--- src/rtl/serial_uart_bridge.sv ---
// Serial-port peripheral for the processor. Bridges its byte read/write streams
// to an 8N1 UART line pair, with a show-ahead FIFO in each direction.

module serial_uart_bridge_fifo #(
   parameter int DEPTH = 8
) (
   input  logic                       clock,
   input  logic                       reset,
   input  logic                       push_i,
   input  logic [7:0]                 push_data_i,
   input  logic                       pop_i,
   output logic [7:0]                 head_o,
   output logic [$clog2(DEPTH):0]     count_o
);
   localparam int AW = $clog2(DEPTH);
   localparam logic [AW:0]   CNT_FULL = (AW+1)'(DEPTH);
   localparam logic [AW:0]   CNT_ONE  = (AW+1)'(1);
   localparam logic [AW-1:0] PTR_ONE  = AW'(1);

   logic [7:0]    mem_q [DEPTH];
   logic [AW-1:0] wptr_q, rptr_q;
   logic [AW:0]   count_q, count_d;
   logic          do_push, do_pop;

   // A push into a full FIFO is refused even if a pop frees a slot this cycle.
   assign do_push = push_i && (count_q != CNT_FULL);
   assign do_pop  = pop_i && (count_q != '0);

   always_comb begin
      count_d = count_q;
      if (do_push && !do_pop) begin
         count_d = count_q + CNT_ONE;
      end else if (!do_push && do_pop) begin
         count_d = count_q - CNT_ONE;
      end
   end

   always_ff @(posedge clock) begin
      if (reset) begin
         wptr_q  <= '0;
         rptr_q  <= '0;
         count_q <= '0;
      end else begin
         if (do_push) wptr_q <= wptr_q + PTR_ONE;
         if (do_pop)  rptr_q <= rptr_q + PTR_ONE;
         count_q <= count_d;
      end
   end

   always_ff @(posedge clock) begin
      if (do_push) mem_q[wptr_q] <= push_data_i;
   end

   assign head_o  = (count_q != '0) ? mem_q[rptr_q] : 8'h00;
   assign count_o = count_q;
endmodule

module serial_uart_bridge #(
   parameter int CLKS_PER_BIT = 16,
   parameter int FIFO_DEPTH   = 8
) (
   input  logic       clock,
   input  logic       reset,
   output logic [7:0] proc_rx_data,
   output logic       proc_rx_valid,
   input  logic       proc_rd_en,
   input  logic [7:0] proc_wr_data,
   input  logic       proc_wr_en,
   output logic       proc_tx_ready,
   input  logic       uart_rxd,
   output logic       uart_txd,
   output logic       rx_overrun,
   output logic       tx_overflow,
   output logic       frame_err
);
   localparam int CW = $clog2(CLKS_PER_BIT);
   localparam int FW = $clog2(FIFO_DEPTH);
   localparam logic [CW-1:0] BIT_END  = CW'(CLKS_PER_BIT - 1);
   localparam logic [CW-1:0] HALF_END = CW'(CLKS_PER_BIT / 2 - 1);
   localparam logic [CW-1:0] CNT_ONE  = CW'(1);
   localparam logic [FW:0]   CNT_FULL = (FW+1)'(FIFO_DEPTH);

   localparam logic [1:0] S_IDLE  = 2'd0;
   localparam logic [1:0] S_START = 2'd1;
   localparam logic [1:0] S_DATA  = 2'd2;
   localparam logic [1:0] S_STOP  = 2'd3;

   logic [FW:0]   tx_count, rx_count;
   logic [7:0]    tx_head;
   logic          tx_full, rx_full, tx_pop, rx_push, frame_err_set;

   logic [1:0]    tx_state_q, tx_state_d, rx_state_q, rx_state_d;
   logic [CW-1:0] tx_cnt_q, tx_cnt_d, rx_cnt_q, rx_cnt_d;
   logic [2:0]    tx_bit_q, tx_bit_d, rx_bit_q, rx_bit_d;
   logic [7:0]    tx_shift_q, tx_shift_d, rx_shift_q, rx_shift_d;
   logic          txd_q, txd_d;
   logic          sync1_q, sync2_q;
   logic          rx_overrun_q, tx_overflow_q, frame_err_q;

   serial_uart_bridge_fifo #(.DEPTH(FIFO_DEPTH)) u_tx_fifo (
      .clock       (clock),
      .reset       (reset),
      .push_i      (proc_wr_en),
      .push_data_i (proc_wr_data),
      .pop_i       (tx_pop),
      .head_o      (tx_head),
      .count_o     (tx_count)
   );

   serial_uart_bridge_fifo #(.DEPTH(FIFO_DEPTH)) u_rx_fifo (
      .clock       (clock),
      .reset       (reset),
      .push_i      (rx_push),
      .push_data_i (rx_shift_q),
      .pop_i       (proc_rd_en),
      .head_o      (proc_rx_data),
      .count_o     (rx_count)
   );

   assign tx_full = (tx_count == CNT_FULL);
   assign rx_full = (rx_count == CNT_FULL);

   // Transmitter: the STOP state reloads directly so queued frames run back to back.
   always_comb begin
      tx_state_d = tx_state_q;
      tx_cnt_d   = tx_cnt_q;
      tx_bit_d   = tx_bit_q;
      tx_shift_d = tx_shift_q;
      txd_d      = txd_q;
      tx_pop     = 1'b0;
      case (tx_state_q)
         S_IDLE: begin
            txd_d = 1'b1;
            if (tx_count != '0) begin
               tx_pop     = 1'b1;
               tx_shift_d = tx_head;
               txd_d      = 1'b0;
               tx_cnt_d   = '0;
               tx_state_d = S_START;
            end
         end
         S_START: begin
            if (tx_cnt_q == BIT_END) begin
               tx_cnt_d   = '0;
               tx_bit_d   = '0;
               txd_d      = tx_shift_q[0];
               tx_state_d = S_DATA;
            end else begin
               tx_cnt_d = tx_cnt_q + CNT_ONE;
            end
         end
         S_DATA: begin
            if (tx_cnt_q == BIT_END) begin
               tx_cnt_d = '0;
               if (tx_bit_q == 3'd7) begin
                  txd_d      = 1'b1;
                  tx_state_d = S_STOP;
               end else begin
                  tx_bit_d   = tx_bit_q + 3'd1;
                  txd_d      = tx_shift_q[1];
                  tx_shift_d = {1'b0, tx_shift_q[7:1]};
               end
            end else begin
               tx_cnt_d = tx_cnt_q + CNT_ONE;
            end
         end
         default: begin
            if (tx_cnt_q == BIT_END) begin
               tx_cnt_d = '0;
               if (tx_count != '0) begin
                  tx_pop     = 1'b1;
                  tx_shift_d = tx_head;
                  txd_d      = 1'b0;
                  tx_state_d = S_START;
               end else begin
                  tx_state_d = S_IDLE;
               end
            end else begin
               tx_cnt_d = tx_cnt_q + CNT_ONE;
            end
         end
      endcase
   end

   // Receiver: samples mid-bit, and returns to IDLE right after the stop sample.
   always_comb begin
      rx_state_d    = rx_state_q;
      rx_cnt_d      = rx_cnt_q;
      rx_bit_d      = rx_bit_q;
      rx_shift_d    = rx_shift_q;
      rx_push       = 1'b0;
      frame_err_set = 1'b0;
      case (rx_state_q)
         S_IDLE: begin
            if (!sync2_q) begin
               rx_cnt_d   = '0;
               rx_bit_d   = '0;
               rx_state_d = S_START;
            end
         end
         S_START: begin
            if (rx_cnt_q == HALF_END) begin
               rx_cnt_d   = '0;
               rx_state_d = sync2_q ? S_IDLE : S_DATA;
            end else begin
               rx_cnt_d = rx_cnt_q + CNT_ONE;
            end
         end
         S_DATA: begin
            if (rx_cnt_q == BIT_END) begin
               rx_cnt_d   = '0;
               rx_shift_d = {sync2_q, rx_shift_q[7:1]};
               if (rx_bit_q == 3'd7) begin
                  rx_state_d = S_STOP;
               end else begin
                  rx_bit_d = rx_bit_q + 3'd1;
               end
            end else begin
               rx_cnt_d = rx_cnt_q + CNT_ONE;
            end
         end
         default: begin
            if (rx_cnt_q == BIT_END) begin
               rx_cnt_d      = '0;
               rx_state_d    = S_IDLE;
               rx_push       = sync2_q;
               frame_err_set = !sync2_q;
            end else begin
               rx_cnt_d = rx_cnt_q + CNT_ONE;
            end
         end
      endcase
   end

   always_ff @(posedge clock) begin
      if (reset) begin
         tx_state_q    <= S_IDLE;
         tx_cnt_q      <= '0;
         tx_bit_q      <= '0;
         txd_q         <= 1'b1;
         rx_state_q    <= S_IDLE;
         rx_cnt_q      <= '0;
         rx_bit_q      <= '0;
         sync1_q       <= 1'b1;
         sync2_q       <= 1'b1;
         rx_overrun_q  <= 1'b0;
         tx_overflow_q <= 1'b0;
         frame_err_q   <= 1'b0;
      end else begin
         tx_state_q    <= tx_state_d;
         tx_cnt_q      <= tx_cnt_d;
         tx_bit_q      <= tx_bit_d;
         txd_q         <= txd_d;
         rx_state_q    <= rx_state_d;
         rx_cnt_q      <= rx_cnt_d;
         rx_bit_q      <= rx_bit_d;
         sync1_q       <= uart_rxd;
         sync2_q       <= sync1_q;
         rx_overrun_q  <= rx_overrun_q | (rx_push & rx_full);
         tx_overflow_q <= tx_overflow_q | (proc_wr_en & tx_full);
         frame_err_q   <= frame_err_q | frame_err_set;
      end
   end

   always_ff @(posedge clock) begin
      tx_shift_q <= tx_shift_d;
      rx_shift_q <= rx_shift_d;
   end

   assign proc_rx_valid = (rx_count != '0);
   assign proc_tx_ready = !tx_full;
   assign uart_txd      = txd_q;
   assign rx_overrun    = rx_overrun_q;
   assign tx_overflow   = tx_overflow_q;
   assign frame_err     = frame_err_q;
endmodule

--- config.mk ---
export PLATFORM = sky130hd
export DESIGN_NAME = serial_uart_bridge
export DESIGN_NICKNAME = d
export VERILOG_FILES = /design/src/rtl/serial_uart_bridge.sv
export SDC_FILE = /design/constraint.sdc
export NUM_CORES = 1
export LEC_CHECK = 0
export ABC_CLOCK_PERIOD_IN_PS = 6700
export BUFFER_PORTS_ARGS = -buffer_cell sky130_fd_sc_hd__clkbuf_2
export CORE_MARGIN = 2
export CORE_UTILIZATION = 40
export CTS_CLUSTER_DIAMETER = 120
export DETAILED_ROUTE_END_ITERATION = 6
export PLACE_DENSITY = 0.62
export SLEW_MARGIN = 10
export SYNTH_ARGS = -nofsm -noshare
export SYNTH_HDL_FRONTEND = slang
export SYNTH_SLANG_ARGS = --single-unit
--- constraint.sdc ---
create_clock -name clock -period 6.7 [get_ports clock]
set_clock_uncertainty 0.2 [all_clocks]
set_input_delay 0.335 -clock clock [delete_from_list [all_inputs] [get_ports clock]]
set_output_delay 0.335 -clock clock [all_outputs]
set_load 0.01 [all_outputs]
# After elaboration in Yosys (flattened, before gate mapping)
# Memories as Yosys holds them, arrays and structs flattened. A register that Yosys moved wholly into a read port is not among the register bits.
# Cells that the tools add are included.
[totals]
ram_bits = 128
ff_bits = 60
in_bits = 13
elab_cells = 158
out_inout_bits = 14
n_memories = 2
[classes]
eq_ne = 23
n_reduce_logical = 34
bitwise_logic = 6
addsub = 12
n_mux = 61
[mem_list]
columns = ["name", "depth", "word_bits", "read_ports", "rd_ports_with_merged_regs", "wr", "line_no", "rtl"]
rows = [
  ["u_rx_fifo.mem_q", 8, 8, 1, 1, 1, "20", "logic [7:0] mem_q [DEPTH];"],
  ["u_tx_fifo.mem_q", 8, 8, 1, 1, 1, "20", ""],
]
[ops]
columns = ["op", "count"]
rows = [
  ["$mux W4", 10],
  ["$mux W8", 5],
  ["$mux W3", 10],
  ["$pmux W8 S3", 1],
  ["$mux W2", 11],
  ["$ne A2 B2 Y1 const B", 10],
  ["$add A3 B1 Y3 const B", 6],
  ["$mux W1", 17],
  ["$add A4 B1 Y4 const B", 4],
  ["$eq A4 B4 Y1 const B", 4],
  ["$reduce_and A4 Y1", 4],
  ["$pmux W2 S3", 2],
  ["$pmux W3 S2", 2],
  ["$reduce_bool A4 Y1", 3],
  ["$reduce_and A5 Y1", 2],
  ["$reduce_bool A2 Y1", 5],
  ["$logic_and A1 B1 Y1", 8],
  ["$ne A4 B4 Y1 const B", 2],
  ["$pmux W4 S2", 1],
  ["$sub A4 B1 Y4 const B", 2],
  ["$eq A3 B3 Y1 const B", 2],
  ["$logic_not A1 Y1", 6],
  ["$eq A2 B1 Y1 const B", 2],
  ["$eq A2 B2 Y1 const B", 2],
  ["11 further kinds", 15],
]

# Longest topological paths before layout
[logic_depth]
depth_word = 8
mapped_depth = 12
mapped_depth_nobuf = 12

# Modules after synthesis
# A second synthesis with hierarchy kept.
[unflattened]
hier_cells = 550
area_unflattened_um2 = 8214.1
[modules_own_cells]
columns = ["module", "area_per_inst_um2", "seq_area_each_um2", "instances", "cells_each"]
rows = [
  ["serial_uart_bridge_fifo", 3136.8, 2182.1, 2, 173],
  ["serial_uart_bridge", 1940.6, 960.9, 1, 204],
]

# Least setup slack after synthesis
# OpenSTA, ideal clock, no wires.
[synth_path]
kind = "register to register"
start = "reg u_tx_fifo.count_q[0] (netlist: u_tx_fifo.count_o[0])"
end = "reg u_tx_fifo.count_q[3] (netlist: u_tx_fifo.count_o[3])"
stages_incl_launch_ff = 11
required_time_ps = 6377
path_buffers = 0
slack_ps = 3866
period_less_slack_ps = 2834
arrival_ps = 2510
setup_time_ps = 123
cell_sequence = "dfxtp_1 or4b_1 nand2_1 inv_2 ha_1 inv_1 ha_1 a21oi_1 a211oi_1 a31oi_1 mux2_1"
[synth_via]
word_cells_on_any_way = 16
classes_between = "2 x add/sub; 1 x eq/ne; 5 x mux; 8 x reduce/logical"
[synth_rtl]
columns = ["element", "line_no", "rtl"]
rows = [
  ["from (decl)", "22", "logic [AW:0] count_q, count_d;"],
  ["from (signal assigned)", "46", "count_q <= count_d;"],
  ["$ne A4 B4 Y1 (*)", "26", "assign do_push = push_i && (count_q != CNT_FULL);"],
  ["$logic_and A1 B1 Y1 (*)", "26", ""],
  ["named net u_tx_fifo.do_push", "23", "logic do_push, do_pop;"],
  ["$logic_not A1 Y1", "33", "end else if (!do_push && do_pop) begin"],
  ["$logic_and A1 B1 Y1", "33", ""],
  ["$reduce_bool A2 Y1 (no source line)", "-", ""],
]
# Mark *: on every way through the listed nets, which the timed path passes. The rest lies on a longest branch. The select of a mux whose other input is x is not followed.
# A chain may end at the register's enable or synchronous reset.

# Final worst setup path
[layout_path]
start = "reg u_tx_fifo.count_q[0] (netlist: u_tx_fifo.count_o[0])"
end = "reg u_tx_fifo.count_q[3] (netlist: u_tx_fifo.count_o[3])"
[layout_via]
elab_chain_cells = 8
word_cells_on_any_way = 16
classes_between = "2 x add/sub; 1 x eq/ne; 5 x mux; 8 x reduce/logical"
[layout_lines]
columns = ["element", "line_no", "rtl"]
rows = [
  ["$reduce_bool A4 Y1", "27, 134, 170", ""],
  ["$mux W1", "134, 170", ""],
  ["$mux W1", "168", "if (tx_cnt_q == BIT_END) begin"],
  ["$pmux W1 S2", "131", "case (tx_state_q)"],
  ["$logic_and A1 B1 Y1", "27", "assign do_pop = pop_i && (count_q != '0);"],
  ["$logic_not A1 Y1", "31", "if (do_push && !do_pop) begin"],
  ["$logic_and A1 B1 Y1", "31", ""],
  ["$mux W4 / $reduce_bool A2 Y1 (equally long branches)", "-", ""],
]
# Parallel ways exist; a longest one is shown, timed or not. The select of a mux whose other input is x is not followed.

==> impl_metrics.json <==
{
  "status": "completed",
  "antenna_found_initial": 0,
  "cts_resized": 0,
  "h-tree-depth": 4,
  "cpPeakStageDelay_ns": 0.86,
  "synth_cell_types": 59,
  "ios": 27,
  "die_h_um": 146,
  "cts_root_buffer": "clkbuf_16",
  "place.gp.congestion": 0.756,
  "hold_violations": 0,
  "pre_cts_slack_ns": 3.29,
  "cp.required_ns": 6.80,
  "clock-sinks": 194,
  "grt_overflow_total": 0,
  "yosysMostFrequentCell": "edfxtp_1",
  "drive_gt1_share_pct": 19.6,
  "startpoint": "u_tx_fifo.count_o[0]",
  "grt-busiest-layer": "met2",
  "power.density_nw_per_um2": 377,
  "cts_tree": "yes",
  "port_buffers": 26,
  "initial_core_util_pct": 41.1,
  "clk_path_buf_depth": 2,
  "hpwlAfterDp_um": 9100,
  "syn2layout_area_growth_pct": 13.6,
  "via_per_inst": 5.23,
  "setup_tns_ns": 0,
  "arrival_ns": 3.51,
  "endpoint": "u_tx_fifo.count_o[3]",
  "avgSynthCellArea_sq_um": 15.2,
  "synthArstFlopShare_pct": 0,
  "worst_slew_pin_slew_ns": 0.975,
  "dieArea_sq_um": 21300,
  "routed_wl_um": 14500,
  "post-route-drc-count": 0,
  "globalRouteMet3Util_pct": 3.28,
  "reg2reg_to": "u_tx_fifo.count_o[3]",
  "track_usage_pct": 14.3,
  "drt_iter0_drc": 349,
  "ys_ff_latch": 194,
  "syn-num-nets": 565,
  "timing.reg2reg.setup_slack_ns": 3.29,
  "max-cap-violations": 0,
  "netlist_area_sq_um": 8080,
  "synth_seq_area_share_pct": 65.9,
  "p_leak_nw": 3.08,
  "synth_top_area_share_pct": 53.5,
  "timing.final.ws_setup_ns": 3.29,
  "antenna_left": 0,
  "syn_inst": 530,
  "total_power_mw": 3.46,
  "nets": 593,
  "synth_edf_count": 144,
  "drt_pass1_iterations": 4,
  "synthTopCellsByCount": "edfxtp_1 (144), nor2_1 (55), dfxtp_1 (50), nand2_1 (24), mux4_2 (22)",
  "coreArea_sq_um": 19700,
  "crit_type": "reg2reg",
  "use_met2_pct": 24.4,
  "rsz0062_at_grt": "no",
  "ff2ff_path_depth": 10,
  "yosysTopAreaCell": "edfxtp_1",
  "fmax_mhz": 293,
  "grt_max_degree": 50,
  "vias": 4376,
  "fin_crit_sh_pct": 50.9,
  "worstPathCellList": "nor4_2, a21oi_1, inv_1, ha_1, inv_1, ha_1, a21oi_1, a211oi_1, a31oi_1, mux2_1",
  "rows": 51,
  "start_kind": "register",
  "setup_violations": 0,
  "slew_violations": 0,
  "die_w_um": 146,
  "end_kind": "register",
  "grt_pass1_vias": 4488,
  "clock_latency_ns": 0.43,
  "hold_path_class": "in2reg",
  "synth_warnings": 0,
  "fin_crit_ns": 3.41,
  "irDropWorstVdd_mv": 0.185,
  "met1_usage_pct": 18.4,
  "r2r-start": "u_tx_fifo.count_o[0]",
  "wl_per_cell_um": 17.4,
  "grt_pass1_wl_um": 23700,
  "synthTopCellsByArea": "edfxtp_1 (54%), dfxtp_1 (12%), mux4_2 (6.1%)",
  "path_clk_slew_ns": 0.07,
  "slew_headroom_pct": 34.5,
  "crit_slowest_cell": "nor4_2",
  "cts_buffers": 17,
  "path_max_fanout": 11,
  "antennaDiodeCount": 0,
  "synth_flop_cell": "edfxtp_1"
}
timing repair:
item / CTS / global route
endpoints found under the hold margin: 60 / 0
buffers inserted: 0 / 0
hold buffers: 10 / 0
setup endpoints to repair: 0 / 0
metrics by stage:
stage,cells,util [%],hold slack (ns),cell area [sq um]
2_1_floorplan,530,-,0.189,8080
3_3_place_gp,794,43.1,0.207,8470
3_5_place_dp,794,43.1,0.197,8470
4_1_cts,836,46.7,0.0354,9170
5_1_grt,836,46.7,0.102,9170
6_report,836,46.7,0.0567,9170
worst min-delay path by stage:
| stage | endpoint | startpoint | depth (start not counted) |
|---|---|---|---|
| final | tx_overflow | proc_wr_en | 5 |
| after global routing | u_tx_fifo.wptr_q[2] | proc_wr_en | 4 |
| after CTS | tx_overflow | proc_wr_en | 5 |
| after detailed placement | sync2_q | sync1_q | 1 |
| after global placement | sync2_q | sync1_q | 1 |
| after floorplan | sync2_q | sync1_q | 1 |
cells in the final DEF, fill, tap and decap left out, drive strengths merged, types with 7 or more instances in the layout:
master,Yosys,layout
nand2b,7,7
xnor2,7,7
ha,20,20
nor3b,9,9
nand2,24,24
inv,12,17
clkinv,0,8
dlygate4sd3,0,10
edfxtp,144,144
nor3,10,10
dfxtp,50,50
nand3,13,13
mux2,10,10
nor2,55,55
o21ai,12,12
a21oi,21,21
clkbuf,13,43
mux2i,14,14
mux4,32,32
sequential cells by signal, indices dropped and copies added, names as in the netlist, 2 cells and up, named ones only:
| signal | count |
|---|---|
| rx_cnt_q | 4 |
| tx_cnt_q | 4 |
| tx_shift_q | 8 |
| u_tx_fifo.rptr_q | 3 |
| rx_state_q | 2 |
| u_tx_fifo.count_o | 4 |
| u_rx_fifo.rptr_q | 3 |
| tx_state_q | 2 |
| u_rx_fifo.count_o | 4 |
| rx_shift_q | 8 |
| u_tx_fifo.mem_q | 64 |
| tx_bit_q | 3 |
| u_rx_fifo.wptr_q | 3 |
| u_tx_fifo.wptr_q | 3 |
| rx_bit_q | 3 |
| u_rx_fifo.mem_q | 64 |
worst max-delay path: cells and delay by family (launching register included):
| family | cells | cell delay [ns] |
|---|---|---|
| buf+inv | 2 | 0.22 |
| simple gates | 1 | 0.86 |
| fa+ha+maj | 2 | 0.53 |
| mux | 1 | 0.35 |
| flops | 1 | 0.37 |
| compound gates | 4 | 0.76 |
metal layers:
layer / up-vias / wire (um)
li1: 2093 / -
met1: 2207 / 6620
met2: 69 / 7340
met3: 7 / 472
met4: 0 / 79
met5: - / 0
power breakdown:
group | switching [mW] | internal, mW
clock network | 0.471 | 0.532
logic | 0.486 | 0.435
registers | 0.123 | 1.42
cell families after synthesis:
logic type      count (synthesis)  synth area share, %
buf+inv                        42                 2.53
flops                         194                 65.9
simple gates                  143                 9.20
mux                            56                 12.5
compound gates                 60                 4.80
xor+xnor                       13                 1.41
fa+ha+maj                      22                 3.59
area by class of cell:
cell class                 count  area, sq um
clock buffer                  17          425
timing repair buffer          39          253
multi-input combinational    294         2620
sequential                   194         5330
tap                          265          332
fill                        1707        10500
clock inverter                15          174
inverter                      12         45.0
(Power assumes the default switching activity.)
